### src/rtl/sdram_arb_pkg.sv
// Shared types and default timing for the SDRAM slot arbiter.
package sdram_arb_pkg;
  localparam int SLOT_LEN = 8;
  localparam int RD_LAT   = 5;
  localparam int MAX_WAIT = 3;
  localparam int AW       = 25;

  typedef enum logic [1:0] {NONE = 2'd0, CPU = 2'd1, DIO = 2'd2, DSK = 2'd3} grant_t;
  typedef enum logic {IDLE = 1'b0, ACTIVE = 1'b1} state_t;
endpackage

### src/rtl/sdram_wait_counter.sv
// Counts evaluated slots a pending requester has lost; starved once MAX_WAIT is reached.
// Updates only on the evaluation strobe, so it adds no latency to the grant path.
module sdram_wait_counter #(
  parameter int MAX_WAIT = sdram_arb_pkg::MAX_WAIT
) (
  input  logic clk_sys,
  input  logic n_reset,
  input  logic sync,
  input  logic pending,
  input  logic granted,
  output logic starved
);
  localparam int CW = $clog2(MAX_WAIT + 1);

  logic [CW-1:0] count;

  always_ff @(posedge clk_sys) begin
    if (!n_reset) begin
      count <= '0;
    end else if (sync) begin
      if (!pending || granted) count <= '0;
      else if (count != CW'(MAX_WAIT)) count <= count + 1'b1;
    end
  end

  assign starved = (count == CW'(MAX_WAIT));
endmodule

### src/rtl/sdram_slot_arbiter.sv
// Grants one of cpu/dio/dsk per sync-aligned SDRAM slot and drives the controller port.
// Ack is RD_LAT clocks after the granting sync; requesters hold req until ack.
module sdram_slot_arbiter #(
  parameter int SLOT_LEN = sdram_arb_pkg::SLOT_LEN,
  parameter int RD_LAT   = sdram_arb_pkg::RD_LAT,
  parameter int MAX_WAIT = sdram_arb_pkg::MAX_WAIT,
  parameter int AW       = sdram_arb_pkg::AW
) (
  input  logic          clk_sys,
  input  logic          n_reset,
  input  logic          sync,
  input  logic          cpu_req,
  input  logic          cpu_we,
  input  logic [AW-1:0] cpu_addr,
  input  logic [15:0]   cpu_din,
  input  logic [1:0]    cpu_ds,
  output logic          cpu_ack,
  output logic [15:0]   cpu_dout,
  input  logic          dio_req,
  input  logic [AW-1:0] dio_addr,
  input  logic [15:0]   dio_din,
  output logic          dio_ack,
  input  logic          dsk_req,
  input  logic [AW:0]   dsk_addr,
  output logic          dsk_ack,
  output logic [7:0]    dsk_dout,
  output logic [AW-1:0] sdram_addr,
  output logic [15:0]   sdram_din,
  output logic [1:0]    sdram_ds,
  output logic          sdram_we,
  output logic          sdram_oe,
  input  logic [15:0]   sdram_dout,
  output logic [1:0]    grant,
  output logic          overrun
);
  import sdram_arb_pkg::*;

  localparam int CNT_W = $clog2(SLOT_LEN);

  state_t          state, state_nxt;
  grant_t          owner, owner_nxt, sel;
  logic [CNT_W-1:0] slot_cnt, slot_cnt_nxt;
  logic            rr_dsk, rr_dsk_nxt;   // round-robin: dsk preferred on next tie
  logic            dsk_lo, dsk_lo_nxt;
  logic [AW-1:0]   addr_nxt;
  logic [15:0]     din_nxt, cpu_dout_nxt;
  logic [1:0]      ds_nxt;
  logic            we_nxt, oe_nxt, cpu_ack_nxt, dio_ack_nxt, dsk_ack_nxt, overrun_nxt;
  logic [7:0]      dsk_dout_nxt;
  logic            eval, dio_starved, dsk_starved;

  assign eval = sync && (state == IDLE);

  sdram_wait_counter #(.MAX_WAIT(MAX_WAIT)) u_dio_wait (
    .clk_sys(clk_sys), .n_reset(n_reset), .sync(eval),
    .pending(dio_req), .granted(sel == DIO), .starved(dio_starved)
  );

  sdram_wait_counter #(.MAX_WAIT(MAX_WAIT)) u_dsk_wait (
    .clk_sys(clk_sys), .n_reset(n_reset), .sync(eval),
    .pending(dsk_req), .granted(sel == DSK), .starved(dsk_starved)
  );

  always_comb begin
    sel = NONE;
    if (dio_req && dio_starved)      sel = DIO;
    else if (dsk_req && dsk_starved) sel = DSK;
    else if (cpu_req)                sel = CPU;
    else if (dio_req && dsk_req)     sel = rr_dsk ? DSK : DIO;
    else if (dio_req)                sel = DIO;
    else if (dsk_req)                sel = DSK;
  end

  always_comb begin
    state_nxt    = state;
    owner_nxt    = owner;
    slot_cnt_nxt = slot_cnt;
    rr_dsk_nxt   = rr_dsk;
    dsk_lo_nxt   = dsk_lo;
    addr_nxt     = sdram_addr;
    din_nxt      = sdram_din;
    ds_nxt       = sdram_ds;
    we_nxt       = sdram_we;
    oe_nxt       = sdram_oe;
    cpu_dout_nxt = cpu_dout;
    dsk_dout_nxt = dsk_dout;
    cpu_ack_nxt  = 1'b0;
    dio_ack_nxt  = 1'b0;
    dsk_ack_nxt  = 1'b0;
    overrun_nxt  = overrun | (sync && (state == ACTIVE));
    case (state)
      IDLE: begin
        if (sync && (sel != NONE)) begin
          state_nxt    = ACTIVE;
          owner_nxt    = sel;
          slot_cnt_nxt = '0;
          case (sel)
            CPU: begin
              addr_nxt = cpu_addr; din_nxt = cpu_din; ds_nxt = cpu_ds;
              we_nxt   = cpu_we;   oe_nxt  = ~cpu_we;
            end
            DIO: begin
              addr_nxt = dio_addr; din_nxt = dio_din; ds_nxt = 2'b11;
              we_nxt   = 1'b1;     oe_nxt  = 1'b0;    rr_dsk_nxt = 1'b1;
            end
            DSK: begin
              addr_nxt = dsk_addr[AW:1]; din_nxt = '0; ds_nxt = 2'b11;
              we_nxt   = 1'b0; oe_nxt = 1'b1; dsk_lo_nxt = dsk_addr[0]; rr_dsk_nxt = 1'b0;
            end
            default: ;
          endcase
        end
      end
      ACTIVE: begin
        slot_cnt_nxt = slot_cnt + 1'b1;
        if (slot_cnt == CNT_W'(RD_LAT - 1)) begin
          state_nxt = IDLE;
          owner_nxt = NONE;
          we_nxt    = 1'b0;
          oe_nxt    = 1'b0;
          case (owner)
            CPU: begin
              cpu_ack_nxt = 1'b1;
              if (!sdram_we) cpu_dout_nxt = sdram_dout;
            end
            DIO: dio_ack_nxt = 1'b1;
            DSK: begin
              dsk_ack_nxt  = 1'b1;
              dsk_dout_nxt = dsk_lo ? sdram_dout[7:0] : sdram_dout[15:8];
            end
            default: ;
          endcase
        end
      end
      default: state_nxt = IDLE;
    endcase
  end

  always_ff @(posedge clk_sys) begin
    if (!n_reset) begin
      state <= IDLE;      owner <= NONE;      slot_cnt <= '0;
      rr_dsk <= 1'b0;     dsk_lo <= 1'b0;
      sdram_addr <= '0;   sdram_din <= '0;    sdram_ds <= '0;
      sdram_we <= 1'b0;   sdram_oe <= 1'b0;
      cpu_dout <= '0;     dsk_dout <= '0;
      cpu_ack <= 1'b0;    dio_ack <= 1'b0;    dsk_ack <= 1'b0;
      overrun <= 1'b0;
    end else begin
      state <= state_nxt; owner <= owner_nxt; slot_cnt <= slot_cnt_nxt;
      rr_dsk <= rr_dsk_nxt; dsk_lo <= dsk_lo_nxt;
      sdram_addr <= addr_nxt; sdram_din <= din_nxt; sdram_ds <= ds_nxt;
      sdram_we <= we_nxt;   sdram_oe <= oe_nxt;
      cpu_dout <= cpu_dout_nxt; dsk_dout <= dsk_dout_nxt;
      cpu_ack <= cpu_ack_nxt;   dio_ack <= dio_ack_nxt; dsk_ack <= dsk_ack_nxt;
      overrun <= overrun_nxt;
    end
  end

  assign grant = owner;
endmodule
### config.mk
export PLATFORM = sky130hd
export DESIGN_NAME = sdram_slot_arbiter
export DESIGN_NICKNAME = d
export VERILOG_FILES = /design/src/rtl/sdram_arb_pkg.sv /design/src/rtl/sdram_wait_counter.sv /design/src/rtl/sdram_slot_arbiter.sv
export SDC_FILE = /design/constraint.sdc
export NUM_CORES = 1
export LEC_CHECK = 0
export CAP_MARGIN = 30
export CORE_MARGIN = 2
export CORE_UTILIZATION = 31
export CTS_BUF_LIST = sky130_fd_sc_hd__clkbuf_8
export DETAILED_ROUTE_END_ITERATION = 6
export GPL_TIMING_DRIVEN = 0
export PLACE_DENSITY = 0.77
export SETUP_SLACK_MARGIN = 0.4
export SYNTH_ARGS = -nofsm -noshare
export SYNTH_HDL_FRONTEND = slang
export SYNTH_SLANG_ARGS = --single-unit
### constraint.sdc
create_clock -name clk_sys -period 3.3 [get_ports clk_sys]
set_clock_uncertainty 0.05 [all_clocks]
set_input_delay 0.33 -clock clk_sys [delete_from_list [all_inputs] [get_ports clk_sys]]
set_output_delay 0.33 -clock clk_sys [all_outputs]
set_load 0.05 [all_outputs]
# == After elaboration in Yosys (flattened, before gate mapping) ==
# Cells that the tools add are included.
# Widths: inputs -> output; s select.
# word_totals
wordCells,101
inputBits,133
ff_bits,85
# op_classes
muxes,34
n_reduce_logical,28
bitwise_logic,4
eq_ne,14
addsub,3
# ops
cell,n
$pmux 25 s3,1
$pmux 16 s3,1
$mux 2,12
$reduce_and 3->1,7
$eq 2x2->1 const B,6
$reduce_bool 2->1,5
$mux 1,9
$mux 8,1
$pmux 1 s2,4
$pmux 2 s2,2
$logic_and 1x1->1,6
$pmux 1 s3,2
$pmux 3 s2,1
$reduce_and 2->1,3
$add 2x1->2 const B,2
$eq 2x1->1 const B,2
$ne 2x1->1 const B,2
$ne 2x2->1 const B,2
$ne 4x1->1 const B,1
$reduce_and 4->1,1
$add 3x1->3 const B,1
$eq 3x3->1 const B,1
$mux 3,1
$not 1->1,3
other kinds (5),7

# == Longest topological paths before layout ==
# Gate-level depths: netlist (run 1).
# logic_depth
depth_word,10
mapped_depth,7
ltp_nobuf,6

# == Cells and area by module ==
# A second synthesis (run 1) with hierarchy kept.
# unflattened
hier_cells,437
area_unflattened_um2,3807.4
# by_module_without_submodules
mod,area_each_um2,n_inst,cells_per_inst
sdram_slot_arbiter,3587.2,1,415
sdram_wait_counter,110.1,2,11

# == Worst setup path after synthesis (run 1) ==
# Ideal clock, no wire load.
# synth_path
path_type,register to register
startpoint,register u_dsk_wait.count[0]
endpoint,register sdram_addr[10]
path_stages_with_launch,8
setup_time_ns,0.131
arrival_time_ns,1.768
n_path_buf,2
required_ns,3.119
setup_slack_ns,1.351
path_cell_list,dfxtp_1 > ha_1 > or4b_1 > and2_1 > buf_6 > nor3_4 > buf_6 > a221oi_2
# synth_via
elab_chain_len,7
elab_cells_between_ends,12
cone_classes,eq/ne: 4; mux: 3; reduce/logical: 5
# synth_rtl
element,line,text
"start, declared",sdram_wait_counter.sv:15,logic [CW-1:0] count;
"start signal, assigned",sdram_wait_counter.sv:22,else if (count != CW'(MAX_WAIT)) count <= count + 1'b1;
$eq 2x2->1 *,sdram_wait_counter.sv:26,assign starved = (count == CW'(MAX_WAIT));
$logic_and 1x1->1 *,sdram_slot_arbiter.sv:67,else if (dsk_req && dsk_starved) sel = DSK;
$mux 2 *,sdram_slot_arbiter.sv:67,
$mux 2 *,sdram_slot_arbiter.sv:66,if (dio_req && dio_starved) sel = DIO;
"$eq 2x1->1, or another cell as far along",sdram_slot_arbiter.sv:97,case (sel)
$reduce_bool 3->1 (no line) / $logic_and 1x1->1 (equally long branches),-,
$reduce_and 3->1 (no line),-,
"end signal, assigned",sdram_slot_arbiter.sv:151,sdram_addr <= addr_nxt; sdram_din <= din_nxt; sdram_ds <= ds_nxt;
"end, declared",sdram_slot_arbiter.sv:27,"output logic [AW-1:0] sdram_addr,"
# Every way passes the cells marked *; elsewhere a longest branch is shown, timed or not.
# A chain may end at the register's enable or synchronous reset.

# == Final worst setup path (run 1) ==
# layout_path
startpoint,input sync
endpoint,register sdram_din[6]
# layout_via
elab_chain_len,2
# layout_rtl
element,line,text
"start, declared",sdram_slot_arbiter.sv:11,"input logic sync,"
$logic_and 1x1->1,sdram_slot_arbiter.sv:93,if (sync && (sel != NONE)) begin
$reduce_and 3->1 (no line),-,
"end signal, assigned",sdram_slot_arbiter.sv:151,
"end, declared",sdram_slot_arbiter.sv:28,"output logic [15:0] sdram_din,"
# No other way between the ends.

==> results.md, run 1 <==
* Peak supply drop at around 200 µV
* Nets at between 700 and 800
* Area leader, netlist: dfxtp_1
* M3 GR Usage at 6.59%
* Initial antenna violation count at 0
* CP max stage delay at 0.52 ns
* Antenna Diode Count at 0
* CTS Hold Bufs at 0
* Initial core utilization at between 30% and 40%
* Residual DRC at 0
* Most common cell after layout, fill and taps aside: clkdlybuf4s50_1
* Area Growth Syn to Fin at 61.8%
* Async set or reset register ratio after synthesis at 0%
* Worst skew pair latency at 0.36 ns
* Hold Path Class: input port to flop
* IO Count at 208
* RSZ-0062 raised after global routing: false
* Area contributors post-synth: dfxtp_1 (43%), mux2i_1 (9.1%), o21ai_0 (7.2%), nor3_1 (4.3%), a221oi_2 (3.8%)
* Unique masters post-synth at 37
* Clock sink total at 85
* CTS tree: yes
* Pre-antenna DRT Iters at 4
* Post-DP HPWL at 10.8 mm
* Port Buffers at 204
* Clock Path Buffers at 2
* CP Class: input port to flop
* Gr ovfl total at 0
* R2R Setup Slk at between 1 and 1.5 ns
* Drt via density at 5.05
* WP buf/inv at 3
* Adder-cell share of the synthesized area at under 10%
* Yosys reg bits at 85
* Crit end category: flop
* GP Congestion at ~0.86
* Met1 Resource Use GR at a little over a fifth
* CP max FO at 10
* Final setup margin at 0.987 ns
* First-pass GRT wire length at 21.0 mm
* Fin Setup TNS at 0 ns
* Antenna viol nets, final at 0
* DR vias at 4233
* GRT Total Usage at between 10% and 20%
* Simple logic cell fraction of the synthesized area at between 10 and 15%
* Endpoints failing setup at 0
* EDFF count, synth at 0
* Vias in the first global route at 4272
* Post-DP Area at 0.00623 mm²
* R2r startpoint: state
* Largest net degree at the start of global routing at 16
* Post-synthesis sequential area ratio at 42.9%
* XOR/XNOR share of the synthesized area at 0%
* Most frequent cells in the layout: clkdlybuf4s50_1 (204), dfxtp_1 (85), o21ai_0 (57)
* H-tree depth at 3
* Slew @ Worst Pin at 0.623 ns
* Post-synthesis instance area at 0.00397 mm²
* Critical path cell sequence: clkdlybuf4s50_1 -> nor2b_1 -> and2_1 -> buf_2 -> clkbuf_1 -> o21ai_0 -> nor3_1
* CP max stage cell: clkdlybuf4s50_1
* Post-CTS sizing at 0
* Minimum clock period at 2.31 ns
* Achievable clock frequency at ~430 MHz
* Die Span Y at ~120 µm
* Cell Rows at 41
* Reg clk slew, reported paths at 0.10 ns
* Combinational family with the most area after synthesis: compound AO/OA/AOI/OAI gates
* Drt total wl at 13.9 mm
* Most Used Layer, Global Route: met2
* Setup bufs post-CTS at 0
* Top FF cell, synth: dfxtp_1
* Endpoints failing hold at 0
* Wire per inst at between 15 and 20 µm
* FF-to-FF End: sdram_din[6]
* Core area at roughly 0.013 mm²
* Crit-path leading delay family: buffers and inverters
* Worst Hold End: u_dio_wait.count[0]
* Place WS at 0.646 ns
* Multiplexer share of the synthesized area at just over 9%
* Critical path data arrival time at 2.55 ns
* Grt met2 use at about a third
* Root buf cell: clkbuf_8
* CP Launch Type: input port
* Final period util at a little over two thirds
* FILL cells at around 1.2k
* Slew margin rel. at approximately three fifths
* CP Depth at 7
* Inserted Clock Buffers at 9
* P_leak at 2.54 nW
* Yosys top cell area share at 42.9%
* Outcome: completed
* R2R depth at 7
* Count of yosys warnings during synthesis at 0
* Die X at 117 µm
* Synthesized netlist net count at 583
* Mapped Cells at 446
* Die Area at 0.0137 mm²
* Detailed router's first-iteration violation count at 153
* CP Data Required Time at 3.54 ns
* Hold Crit Start: dio_req
* Synth Area in Compound Gates at about a quarter
* Proportion of layout cells with a drive suffix above 1 at 7.06%
* Hold path depth at 3
* Fin area at 0.00642 mm²
* Syn avg cell area at approximately 9 µm²
* Pins over their slew limit at 0
* Max_cap viols at 0
* Pwr dens at roughly 400 mW/mm²
## Yosys cell counts (9+ instances only)
master    number
a221oi_2      10
mux2i_1       36
clkbuf_1      26
nand3_1       19
o21ai_0       57
a221oi_1      16
nor3_1        34
a211oi_1      16
dfxtp_1       85
o211a_1        9
nand2_1       40
buf_2         11
inv_1         30
## metrics by stage
| step | instances | hold slack (ns) | util [%] | power (mW) |
|---|---|---|---|---|
| global placement | 822 | 0.392 | 49.5 | 1.86 |
| CTS | 838 | 0.237 | 51.1 | 2.64 |
| detailed placement | 822 | 0.404 | 49.5 | 1.87 |
| global route | 838 | 0.254 | 51.1 | 2.73 |
| floorplan | 446 | 0.397 | - | 1.54 |
| finish | 838 | 0.267 | 51.1 | 2.61 |
## worst min-delay path: stages
cell	delay, ns
buf_4	0.14
o211ai_1	0.08
a21boi_0	0.08
## sequential cells by signal (all words and copies together), names as in the netlist, 2 cells and up
| name | count |
|---|---|
| cpu_dout | 16 |
| dsk_dout | 8 |
| grant | 2 |
| sdram_addr | 25 |
| sdram_din | 16 |
| sdram_ds | 2 |
| slot_cnt | 3 |
| u_dio_wait.count | 2 |
| u_dsk_wait.count | 2 |
## where the power goes
group / internal [mW] / switching, mW / total (mW)
clock: 0.353 / 0.408 / 0.761
sequential: 1.08 / 0.0307 / 1.11
combinational: 0.322 / 0.411 / 0.732
total: 1.76 / 0.849 / 2.61
## worst max-delay path by stage
stage	startpoint	endpoint	slack [ns]
after global routing	sync	sdram_din[6]	0.82
after global placement	sync	sdram_din[10]	0.73
after detailed placement	sync	sdram_din[6]	0.65
after CTS	sync	sdram_din[6]	1.04
final	sync	sdram_din[6]	0.99
after floorplan	u_dsk_wait.count[0]	sdram_addr[10]	1.35
## final cells by class
class	instances	area, µm²	area share (%)
well taps	172	215	3.35
multi-input cells	289	1950	30.4
repair buffers	204	2040	31.8
plain buffers	42	205	3.20
clock inverters	7	72.6	1.13
inverters	30	113	1.75
flip-flops and latches	85	1700	26.5
clock buffers	9	124	1.93
## per-layer routing
metal	up-vias	wire [µm]	part of all wire, %
met1	1992	5650	41
met3	26	1190	8.6
met5	-	0	0
li1	2040	-	-
met2	175	6720	48
met4	0	337	2.4
## cell families after synthesis
logic type | count (synthesis)
buffers and inverters | 72
adders and majority gates | 4
AOI/OAI and AO/OA | 129
muxes | 36
and+or+nand+nor | 120
DFF | 85
No activity file was read; power rests on OpenSTA's default activity.
==> run 2, diff against run 1 <==
==> constraint.sdc (replaced) <==
create_clock -name clk_sys -period 2.38 [get_ports clk_sys]
set_clock_uncertainty 0.05 [all_clocks]
set_input_delay 0.238 -clock clk_sys [delete_from_list [all_inputs] [get_ports clk_sys]]
set_output_delay 0.238 -clock clk_sys [all_outputs]
set_load 0.05 [all_outputs]
==> run 2 against run 1 <==
Combinational power grew 45%. Sequential cell count is the same. Critical endpoint is now sdram_addr[22]. Register-to-register slack lost 0.67 ns. Largest cell class unchanged. Design area grew 3.7%. Global-route usage grew 0.065 points.
==> results.md, run 2 (synthesized netlist as in run 1, its figures left out) <==
* Outcome: completed
* Critical path data arrival time at ~2.2 ns
* CP max FO at 6
* Pre-antenna DRT Iters at 5
* CP max stage delay at 0.49 ns
* Pins over their slew limit at 0
* GP Congestion at 0.864
* GRT Total Usage at between 10% and 20%
* Crit end category: flop
* Minimum clock period at 2.00 ns
* Crit-path leading delay family: simple AND/OR/NAND/NOR gates
* R2R depth at 8
* Cell Rows at approximately 40
* Reg clk slew, reported paths at ~0.090 ns
* Achievable clock frequency at 499 MHz
* Most frequent cells in the layout: clkdlybuf4s50_1 (203), dfxtp_1 (83), o21ai_0 (57)
* Top Metal Used: met4
* Hold Path Class: input port to flop
* Die Area at 0.0137 mm²
* Die Span Y at 117 µm
* RSZ-0062 raised after global routing: true
* Core area at 0.0126 mm²
* H-tree depth at 3
* Peak supply drop at 275 µV
* Initial antenna violation count at 0
* Max FFs per register at 25
* Root buf cell: clkbuf_8
* CTS tree: yes
* Antenna Diode Count at 0
* Top Registers: sdram_addr (25), cpu_dout (16), sdram_din (16)
* Final Instance Count excl. Fillers at roughly 850
* Worst skew pair latency at between 0.3 and 0.4 ns
* IO Count at 208
* Met3 wire length at 1.28 mm
* Critical path cell sequence: ha_4 -> or4b_4 -> and2_4 -> buf_6 -> nor3_4 -> buf_12 -> clkbuf_16 -> a221oi_1
* Port Buffers at 204
* CP Class: flop to flop
* R2R Setup Slk at 0.38 ns
* Met2 WL at 6.81 mm
* CTS Hold Bufs at 0
* Placed insts at 822
* DR vias at 4275
* Post-DP HPWL at 10.8 mm
* Slew margin rel. at approximately three fifths
* Post-DP Area at 0.00623 mm²
* First-pass GRT wire length at 21.0 mm
* Antenna viol nets, final at 0
* Endpoints failing setup at 0
* Drt via density at 5.05
* Slew @ Worst Pin at between 0.6 and 0.7 ns
* Final period util at between 80% and 90%
* Max_cap viols at 0
* Endpoints failing hold at 0
* WP buf/inv at 3
* Hold path depth at 3
* CP Launch Type: flop
* Die X at 117 µm
* CP Depth at 8
* Most common cell after layout, fill and taps aside: clkdlybuf4s50_1
* Clock Path Buffers at 2
* P_leak at 2.66 nW
* Nets at 806
* Residual DRC at 0
* Gr ovfl total at 0
* Initial core utilization at 31.6%
* Proportion of layout cells with a drive suffix above 1 at 11.3%
* Vias in the first global route at roughly 4.3k
* Inserted Clock Buffers at 9
* Met1 WL at approximately 5.7 mm
* Area Growth Syn to Fin at 67.7%
* Largest net degree at the start of global routing at 16
* Clock sink total at 85
* Pwr dens at 551 mW/mm²
* Detailed router's first-iteration violation count at 213
* Drt total wl at roughly 14 mm
* CP Data Required Time at ~2.6 ns
* Wire per inst at between 15 and 20 µm
* Most flop-heavy register: sdram_addr
* Fin area at 0.00666 mm²
* CP max stage cell: or4b_4
==> run 2: timing repair <==
| item | CTS | global route |
|---|---|---|
| hold endpoints to repair | 0 | 0 |
| cloned | 1 | 1 |
| endpoints found under the setup margin | 53 | 63 |
| pin swaps | 2 | 8 |
| resized for setup | 22 | 22 |
| setup buffers | 5 | 1 |
==> run 2: cell type report <==
cell class | instances | area, µm²
Clock inverter | 7 | 72.6
Timing Repair Buffer | 212 | 2150
Buffer | 42 | 251
Clock buffer | 9 | 124
Tap cell | 172 | 215
Sequential cell | 85 | 1700
Inverter | 30 | 113
Multi-Input combinational cell | 289 | 2020
Fill cell | 1160 | 5910
==> run 2: worst paths after layout <==
check | from | endpoint
hold reg to reg | cpu_dout[8] | cpu_dout[8]
setup reg to reg | u_dsk_wait.count[0] | sdram_addr[22]
setup / recovery | u_dsk_wait.count[0] | sdram_addr[22]
hold / removal | dio_req | u_dio_wait.count[0]
==> run 2: worst reg2reg max path, cell delays in order, from the launching register on <==
cell       delay, ns
dfxtp_2         0.35
ha_4            0.16
or4b_4          0.49
and2_4          0.16
buf_6           0.12
nor3_4          0.19
buf_12          0.16
clkbuf_16       0.15
a221oi_1        0.07
==> run 2: layer usage <==
metal | vias up | GRT usage, %
met5 | - | 0
met4 | 0 | 9.18
met3 | 31 | 6.90
met2 | 184 | 35.5
met1 | 1998 | 21.3
li1 | 2062 | -
==> run 2: report_power, final <==
part           internal (mW)  switching, mW
Clock                  0.489          0.567
Combinational          0.480          0.585
Sequential              1.50         0.0433
Total                   2.47           1.19
==> run 2: through the flow <==
step | power (mW) | util [%] | TNS, ns | hold WS [ns] | setup slack [ns]
2_1_floorplan | 2.13 | - | 0 | 0.318 | 0.431
3_3_place_gp | 2.57 | 49.5 | -1.08 | 0.392 | -0.100
3_5_place_dp | 2.59 | 49.5 | -2.48 | 0.404 | -0.182
4_1_cts | 3.68 | 52.0 | 0 | 0.145 | 0.376
5_1_grt | 3.83 | 53.0 | 0 | 0.161 | 0.297
6_report | 3.67 | 53.0 | 0 | 0.164 | 0.375
